### config.mk
export PLATFORM = sky130hd
export DESIGN_NAME = pin_word_rx
export DESIGN_NICKNAME = d
export VERILOG_FILES = /design/src/rtl/pin_rx_pkg.sv /design/src/rtl/pin_rx_fifo2.sv /design/src/rtl/pin_word_rx.sv
export SDC_FILE = /design/constraint.sdc
export NUM_CORES = 1
export LEC_CHECK = 0
export ABC_CLOCK_PERIOD_IN_PS = 3120
export CAP_MARGIN = 15
export CORE_MARGIN = 3
export CORE_UTILIZATION = 39
export CTS_CLUSTER_DIAMETER = 60
export DETAILED_ROUTE_END_ITERATION = 16
export SLEW_MARGIN = 10
export SYNTH_ARGS = -nofsm -noshare
export SYNTH_HDL_FRONTEND = slang
export SYNTH_SLANG_ARGS = --single-unit
### constraint.sdc
create_clock -name clk -period 3.12 [get_ports clk]
set_input_delay 0.78 -clock clk [delete_from_list [all_inputs] [get_ports clk]]
set_output_delay 0.78 -clock clk [all_outputs]
set_load 0.02 [all_outputs]
### src/rtl/pin_rx_pkg.sv
// Shared definitions for the pin-level host link receiver.
// Default widths, derived beat count, deframer states, framing bit indices.
package pin_rx_pkg;

    localparam int PIN_W_DEF  = 2;
    localparam int DATA_W_DEF = 16;
    localparam int BEATS_DEF  = DATA_W_DEF / PIN_W_DEF;

    // Line position of the start marker and of the even-parity bit.
    localparam int START_BIT  = 0;
    localparam int PARITY_BIT = 0;

    typedef enum logic [1:0] {
        IDLE,
        DATA,
        PARITY
    } rx_state_e;

endpackage

### src/rtl/pin_rx_fifo2.sv
// Two-entry FIFO between the deframer and the word consumer.
// Ports: push/push_data in, pop in, pop_data (head), full, empty, drop.
module pin_rx_fifo2 #(
    parameter int W = 16
) (
    input  logic         clk,
    input  logic         rst,
    input  logic         push,
    input  logic [W-1:0] push_data,
    input  logic         pop,
    output logic [W-1:0] pop_data,
    output logic         full,
    output logic         empty,
    output logic         drop
);

    logic [W-1:0] mem [2];
    logic         wr_ptr;
    logic         rd_ptr;
    logic [1:0]   count;
    logic         do_pop;
    logic         do_push;

    assign full     = (count == 2'd2);
    assign empty    = (count == 2'd0);
    assign do_pop   = pop && !empty;
    // A full FIFO still accepts a push when the head leaves in the same cycle.
    assign do_push  = push && (!full || do_pop);
    assign drop     = push && full && !do_pop;
    assign pop_data = mem[rd_ptr];

    always_ff @(posedge clk or posedge rst) begin
        if (rst) begin
            mem[0] <= '0;
            mem[1] <= '0;
            wr_ptr <= 1'b0;
            rd_ptr <= 1'b0;
            count  <= 2'd0;
        end else begin
            if (do_push) begin
                mem[wr_ptr] <= push_data;
                wr_ptr      <= ~wr_ptr;
            end
            if (do_pop) begin
                rd_ptr <= ~rd_ptr;
            end
            case ({do_push, do_pop})
                2'b10:   count <= count + 2'd1;
                2'b01:   count <= count - 2'd1;
                default: count <= count;
            endcase
        end
    end

endmodule

### src/rtl/pin_word_rx.sv
// Pin-level host link receiver: deframes PIN_W-bit beats into DATA_W-bit
// words, checks even parity, buffers two words, sticky error flags.
// Ports: clk, rst, enable, rx_pins in; out_data/out_valid/out_ready word
// handshake; err_parity, err_overflow sticky flags; err_clear in.
module pin_word_rx
    import pin_rx_pkg::*;
#(
    parameter int PIN_W  = PIN_W_DEF,
    parameter int DATA_W = DATA_W_DEF
) (
    input  logic              clk,
    input  logic              rst,
    input  logic              enable,
    input  logic [PIN_W-1:0]  rx_pins,
    output logic [DATA_W-1:0] out_data,
    output logic              out_valid,
    input  logic              out_ready,
    output logic              err_parity,
    output logic              err_overflow,
    input  logic              err_clear
);

    localparam int BEATS = DATA_W / PIN_W;
    localparam int CNT_W = (BEATS > 1) ? $clog2(BEATS) : 1;
    localparam logic [CNT_W-1:0] LAST_BEAT = CNT_W'(BEATS - 1);

    rx_state_e         state;
    rx_state_e         state_nx;
    logic [PIN_W-1:0]  in_q;
    logic [DATA_W-1:0] word;
    logic [CNT_W-1:0]  cnt;
    logic              push_ok;
    logic              par_bad;
    logic              fifo_full;
    logic              fifo_empty;
    logic              fifo_drop;
    logic              ovf_evt;

    always_ff @(posedge clk or posedge rst) begin
        if (rst) begin
            in_q  <= '0;
            state <= IDLE;
            word  <= '0;
            cnt   <= '0;
        end else begin
            in_q  <= rx_pins;
            state <= state_nx;
            if (state == IDLE) begin
                cnt <= '0;
            end else if (state == DATA && enable) begin
                // LSB-first: each beat enters at the top and slides down.
                word <= {in_q, word[DATA_W-1:PIN_W]};
                cnt  <= cnt + 1'b1;
            end
        end
    end

    always_comb begin
        state_nx = state;
        push_ok  = 1'b0;
        par_bad  = 1'b0;
        if (!enable) begin
            state_nx = IDLE;
        end else begin
            unique case (state)
                IDLE: begin
                    if (in_q[START_BIT]) state_nx = DATA;
                end
                DATA: begin
                    if (cnt == LAST_BEAT) state_nx = PARITY;
                end
                PARITY: begin
                    state_nx = IDLE;
                    if (in_q[PARITY_BIT] == ^word) push_ok = 1'b1;
                    else                           par_bad = 1'b1;
                end
                default: state_nx = IDLE;
            endcase
        end
    end

    pin_rx_fifo2 #(
        .W(DATA_W)
    ) u_fifo (
        .clk       (clk),
        .rst       (rst),
        .push      (push_ok),
        .push_data (word),
        .pop       (out_ready),
        .pop_data  (out_data),
        .full      (fifo_full),
        .empty     (fifo_empty),
        .drop      (fifo_drop)
    );

    assign out_valid = !fifo_empty;
    assign ovf_evt   = fifo_drop && fifo_full;

    // Sticky flags: a new event beats a clear arriving in the same cycle.
    always_ff @(posedge clk or posedge rst) begin
        if (rst) begin
            err_parity   <= 1'b0;
            err_overflow <= 1'b0;
        end else begin
            if (par_bad)        err_parity <= 1'b1;
            else if (err_clear) err_parity <= 1'b0;
            if (ovf_evt)        err_overflow <= 1'b1;
            else if (err_clear) err_overflow <= 1'b0;
        end
    end

endmodule

==> results of run 1 <==
synth_stat cells:
cell type,number
nand3b_1,1
buf_6,1
o2bb2ai_1,1
and2_1,1
inv_1,4
and3_1,1
mux2_4,10
a22o_1,1
a22o_2,1
o21ai_0,5
xnor3_2,1
buf_12,1
and3_4,1
nand3b_4,1
xor2_1,3
dfrtp_1,61
ha_1,3
buf_2,1
mux2_2,54
nor2_1,2
clkbuf_1,3
or2_2,1
xnor3_1,3
nor2b_1,3
nand2_1,4
xnor2_1,10
o211a_1,1
nor3b_1,1
critical path, delay by kind of cell (launching register included):
| family | cells | cell delay [ps] |
|---|---|---|
| buf+inv | 2 | 800 |
| flops | 1 | 320 |
| mux | 1 | 380 |
state kept, by name, indices dropped and copies added, names as in the netlist:
name and cells:
in_q 2, err_overflow 1, u_fifo.rd_ptr 1, err_parity 1, u_fifo.wr_ptr 1, u_fifo.mem 32
state 2, u_fifo.count 2, cnt 3, word 16
placed cells by master, fill, tap and decap left out, drive strengths merged, types with 2 or more instances in the layout:
cell type      synthesis  layout
mux2                  64      64
dfrtp                 61      61
clkdlybuf4s50          0      25
clkbuf                 3      14
xnor2                 10      10
o21ai                  5       5
nand2                  4       4
xnor3                  4       4
inv                    4       4
buf                    3       4
xor2                   3       3
nor2b                  3       3
ha                     3       3
nor2                   2       2
nand3b                 2       2
and3                   2       2
a22o                   2       2
final cells by class:
type                            count  area, um2  area share, %
Multi-Input combinational cell    109       1170           35.4
Clock inverter                      1       5.00          0.152
Clock buffer                       14        173           5.23
Sequential cell                    61       1530           46.2
Tap cell                           96        120           3.64
Inverter                            4       15.0          0.455
Timing Repair Buffer               29        293           8.87
path summary, 6_finish.rpt:
kind | from | endpoint | slack (ps) | cells past startpoint
max reg2reg | word[7]$_DFFE_PP0P_ | u_fifo.mem[0]$_DFFE_PP0P_ | 780 | 5
max | u_fifo.rd_ptr$_DFFE_PP0P_ | out_data[13] | 520 | 3
min in group asynchronous | rst | u_fifo.count[0]$_DFFE_PP0P_ | 870 | 2
min reg2reg | u_fifo.count[1]$_DFFE_PP0P_ | u_fifo.count[1]$_DFFE_PP0P_ | 480 | 1
max in group asynchronous | rst | u_fifo.mem[2]$_DFFE_PP0P_ | 1640 | 3
min | u_fifo.count[1]$_DFFE_PP0P_ | u_fifo.count[1]$_DFFE_PP0P_ | 480 | 1
metal layers:
layer / global-route usage, % / part of all wire [%] / vias to the layer above / routed length [um]
li1: - / - / 698 / -
met1: 17.0 / 47 / 758 / 2200
met2: 18.9 / 49 / 32 / 2300
met3: 3.26 / 3.2 / 4 / 151
met4: 7.65 / 1.1 / 0 / 52
met5: 0 / 0 / - / 0
logic make-up (layout without fill, tap and decap cells):
logic type	after synthesis	in the layout	share of synthesized area, %
fa+ha+maj	3	3	1.36
flops	61	61	55.3
simple gates	16	16	3.86
mux	64	64	27.5
compound gates	9	9	2.27
xor+xnor	17	17	7.44
buf+inv	10	48	2.27
through the flow:
step,setup slack [ps],cells,hold slack (ps),power [mW]
global route,421,314,508,2.73
detailed placement,437,299,476,1.95
finish,519,314,485,2.54
global placement,486,299,470,1.93
CTS,470,314,487,2.60
floorplan,827,180,447,1.77
power by group:
| group | switching [mW] | internal, mW | leakage, nW |
|---|---|---|---|
| Clock | 0.274 | 0.349 | 0.0926 |
| Combinational | 0.373 | 0.497 | 0.677 |
| Sequential | 0.145 | 0.905 | 0.810 |
==> qor.yml, run 1 <==
timing:
  drv_slew: 0
  period_share_pct: 83.4
  worst-slew-pin-transition_ps: 646
  finalHoldViolCount: 0
  setup_viol: 0
  slew-limit-headroom_pct: 56.9
  rsz0062_at_grt: "false"
  tns_ps: 0
  fin_crit_ps: 2600
  fmax_mhz: 385
  skew_ps: 5.00
clocking:
  numCtsBuffers: 9
  cts.reportedPaths.clkPinSlew_ps: 60
  cts-root-buf: "clkbuf_8"
  cts_tree: "yes"
  clock_latency_ps: 320
  clk_path_buf_depth: 2
  holdBufCountCts: 0
  cts_htree_levels: 3
  postCtsSetupBuffers: 0
  cts_num_sinks: 61
  cts_resized: 0
detailed_routing:
  ant_nets: 0
  drc: 0
  viasPerCell: 4.75
  firstDrtPassIters: 4
  drt-initial-drc-count: 49
  routed_wl_mm: 4.71
  wire_per_inst_um: 15.0
  routed-via-count: 1492
placed_design:
  place.port_buffers: 25
  dp_hpwl_mm: 3.17
  place_congestion: 0.793
  placed_area_um2: 3120
global_route:
  grt_pass1_vias: 1643
  grt_pass1_wl_mm: 8.18
  grt_max_degree: 33
  grt.overflow.total: 0
  grt_usage_pct: 12.8
  antenna_found_initial: 0
synthesis:
  ys_seq_area_share_pct: 55.3
  yosysUniqueCellTypes: 28
  yosys_warnings: 0
  syn_nets: 190
  yosys_register_bits: 61
  syn_area_um2: 2760
  syn_avg_cell_area_um2: 15.3
  syn_inst: 180
  synthTopCellsByArea: "dfrtp_1 (55%), mux2_2 (22%), mux2_4 (5.4%)"
  synth_top_cell_area_share_pct: 55.3
  synth_top_area_cell: "dfrtp_1"
cells_and_area:
  area_growth_pct: 19.7
  insertedDiodeCount: 0
  fillers: 621
  nNetsFinal: 224
  drive_gt1_share_pct: 39.9
  post-route-cell-area_um2: 3300
  finish.utilization_pct: 48.3
floorplanning:
  start_util_pct: 40.4
  core_area_um2: 6830
  fp.dieW_um: 90.1
  fp.dieH_um: 90.1
  die_area_um2: 8120
  rows: 30
  io_pins: 26
setup_path:
  critPathArrivalTime_ps: 1820
  path_cells: "buf_4 -> mux2_2 -> clkdlybuf4s50_1"
  critPathSlowestCell: "clkdlybuf4s50_1"
  slowest_delay_ps: 540
  worstSetupPathType: "flop to output pin"
  crit_path_end_kind: "output pin"
  start_kind: "flop"
  cp.required_ps: 2340
  worstPathMaxFanout: 17
hold_path:
  hold_path_class: "flop to flop"
run:
  maxCapViolCount: 0
status:
  status: "finished, final reports clean"
power:
  p_leak_nw: 1.58
  p_per_area_nw_per_um2: 770
  ir_drop_mv: 0.580
Power figures use the tool's default switching activity.
==> run 2: changes to the inputs <==
ABC_CLOCK_PERIOD_IN_PS = 2500   (was 3120)
clock period = 2.5 ns   (was 3.12 ns; I/O delays follow)
==> qor.yml, run 2 (same netlist as run 1, synthesis figures left out) <==
hold_path:
  hold_path_end: "u_fifo.count[1]$_DFFE_PP0P_"
  hold_path_class: "flop to flop"
  hold_depth: 1
  min_from: "u_fifo.count[1]$_DFFE_PP0P_"
cells_and_area:
  insertedDiodeCount: 0
  fillers: 610
  post-route-cell-area_um2: 3370
  drive_gt1_share_pct: 41.2
  multi_input_area_um2: 1170
  top_register: "u_fifo.mem"
  final_cell_mix: "dfrtp_1 (61), mux2_2 (54), clkdlybuf4s50_1 (19)"
  final_common_cell: "dfrtp_1"
  largestRegisters: "u_fifo.mem: 32 flops, word: 16 flops, cnt: 3 flops"
  seq_area_um2: 1530
  largest_reg_flops: 32
  nNetsFinal: 226
  area_growth_pct: 22.1
clocking:
  cts_tree: "yes"
  cts_htree_levels: 3
  cts-root-buf: "clkbuf_8"
  postCtsSetupBuffers: 0
  holdBufCountCts: 0
  cts_num_sinks: 61
  clk_path_buf_depth: 2
  cts.reportedPaths.clkPinSlew_ps: 70
  clock_latency_ps: 340
  numCtsBuffers: 9
floorplanning:
  rows: 30
  die_area_um2: 8120
  start_util_pct: 40.4
  core_area_um2: 6830
  fp.dieH_um: 90.1
  fp.dieW_um: 90.1
  io_pins: 26
setup_path:
  reg2reg_to: "u_fifo.mem[14]$_DFFE_PP0P_"
  path_cells: "buf_6 -> mux2_2 -> clkdlybuf4s50_1"
  worstPathMaxFanout: 11
  slowest_delay_ps: 540
  start_kind: "flop"
  timing.rr.start: "word[7]$_DFFE_PP0P_"
  worstSetupPathType: "flop to output pin"
  critPathSlowestCell: "clkdlybuf4s50_1"
  crit_path_end_kind: "output pin"
  cp.required_ps: 1880
  ff2ff_setup_slack_ps: 120
  critPathArrivalTime_ps: 1760
  rr_worst_depth: 5
placed_design:
  place.port_buffers: 25
  place_congestion: 0.780
  dp_hpwl_mm: 3.39
  placed_area_um2: 3140
run:
  maxCapViolCount: 0
detailed_routing:
  drt-initial-drc-count: 66
  wire_per_inst_um: 15.8
  routed_wl_mm: 5.02
  firstDrtPassIters: 4
  routed-via-count: 1532
  viasPerCell: 4.83
  drc: 0
  ant_nets: 0
timing:
  worst-slew-pin-transition_ps: 374
  skew_ps: 6.48
  hold-worst-slack_ps: 491
  period_share_pct: 95.6
  fmax_mhz: 418
  drv_slew: 0
  fin_crit_ps: 2390
  finalHoldViolCount: 0
  rsz0062_at_grt: "false"
  setup_viol: 0
  tns_ps: 0
  slew-limit-headroom_pct: 75.1
global_route:
  grt_pass1_vias: 1755
  antenna_found_initial: 0
  grt_pass1_wl_mm: 8.63
  grt_max_degree: 27
  grt.overflow.total: 0
  grt_usage_pct: 13.7
power:
  total_power_mw: 3.35
  p_per_area_nw_per_um2: 995
  p_leak_nw: 1.72
  ir_drop_mv: 0.841
status:
  status: "finished, final reports clean"
==> run 2: power by group <==
group	internal [mW]	switching, mW
sequential	1.13	0.190
clock	0.541	0.373
combinational	0.636	0.484
==> run 2: metrics by stage <==
stage                     std cells  util [%]  worst slack, ps
after global placement          301      46.0              135
after floorplan                 180         -              248
final                           317      49.3              110
after detailed placement        301      46.0             55.4
after CTS                       317      49.0             10.9
after global routing            317      49.3             34.7
==> run 2: per-layer routing <==
layer	share of wire (%)	vias up	GRT usage, %
met1	45	782	17.1
li1	-	707	-
met5	0	-	0
met4	2.3	0	5.23
met2	49	30	21.2
met3	3.9	13	5.44
==> run 2: critical path, delay by kind of cell, from the launching register on <==
family,cells,cell delay [ps]
DFF,1,370
buffers and inverters,2,720
muxes,1,350
==> run 2: timing repair <==
item | CTS | global route
setup endpoints to repair | 0 | 9
endpoints found under the hold margin | 0 | 0
resized for setup | 0 | 7
==> run 2: worst max-delay path by stage <==
stage / startpoint / end / slack (ps)
finish: u_fifo.rd_ptr$_DFFE_PP0P_ / out_data[1] / 110
global route: u_fifo.rd_ptr$_DFFE_PP0P_ / out_data[15] / 30
CTS: u_fifo.rd_ptr$_DFFE_PP0P_ / out_data[13] / 10
detailed placement: enable / u_fifo.mem[2]$_DFFE_PP0P_ / 60
global placement: enable / u_fifo.mem[1]$_DFFE_PP0P_ / 140
floorplan: word[7]$_DFFE_PP0P_ / u_fifo.mem[10]$_DFFE_PP0P_ / 250
==> run 2: cell type report <==
| cell class | count | area share (%) |
|---|---|---|
| Sequential cell | 61 | 45.3 |
| Multi-Input combinational cell | 109 | 34.7 |
| Timing Repair Buffer | 31 | 9.69 |
| Clock buffer | 13 | 5.01 |
| Tap cell | 96 | 3.56 |
| Clock inverter | 3 | 1.26 |
| Inverter | 4 | 0.446 |
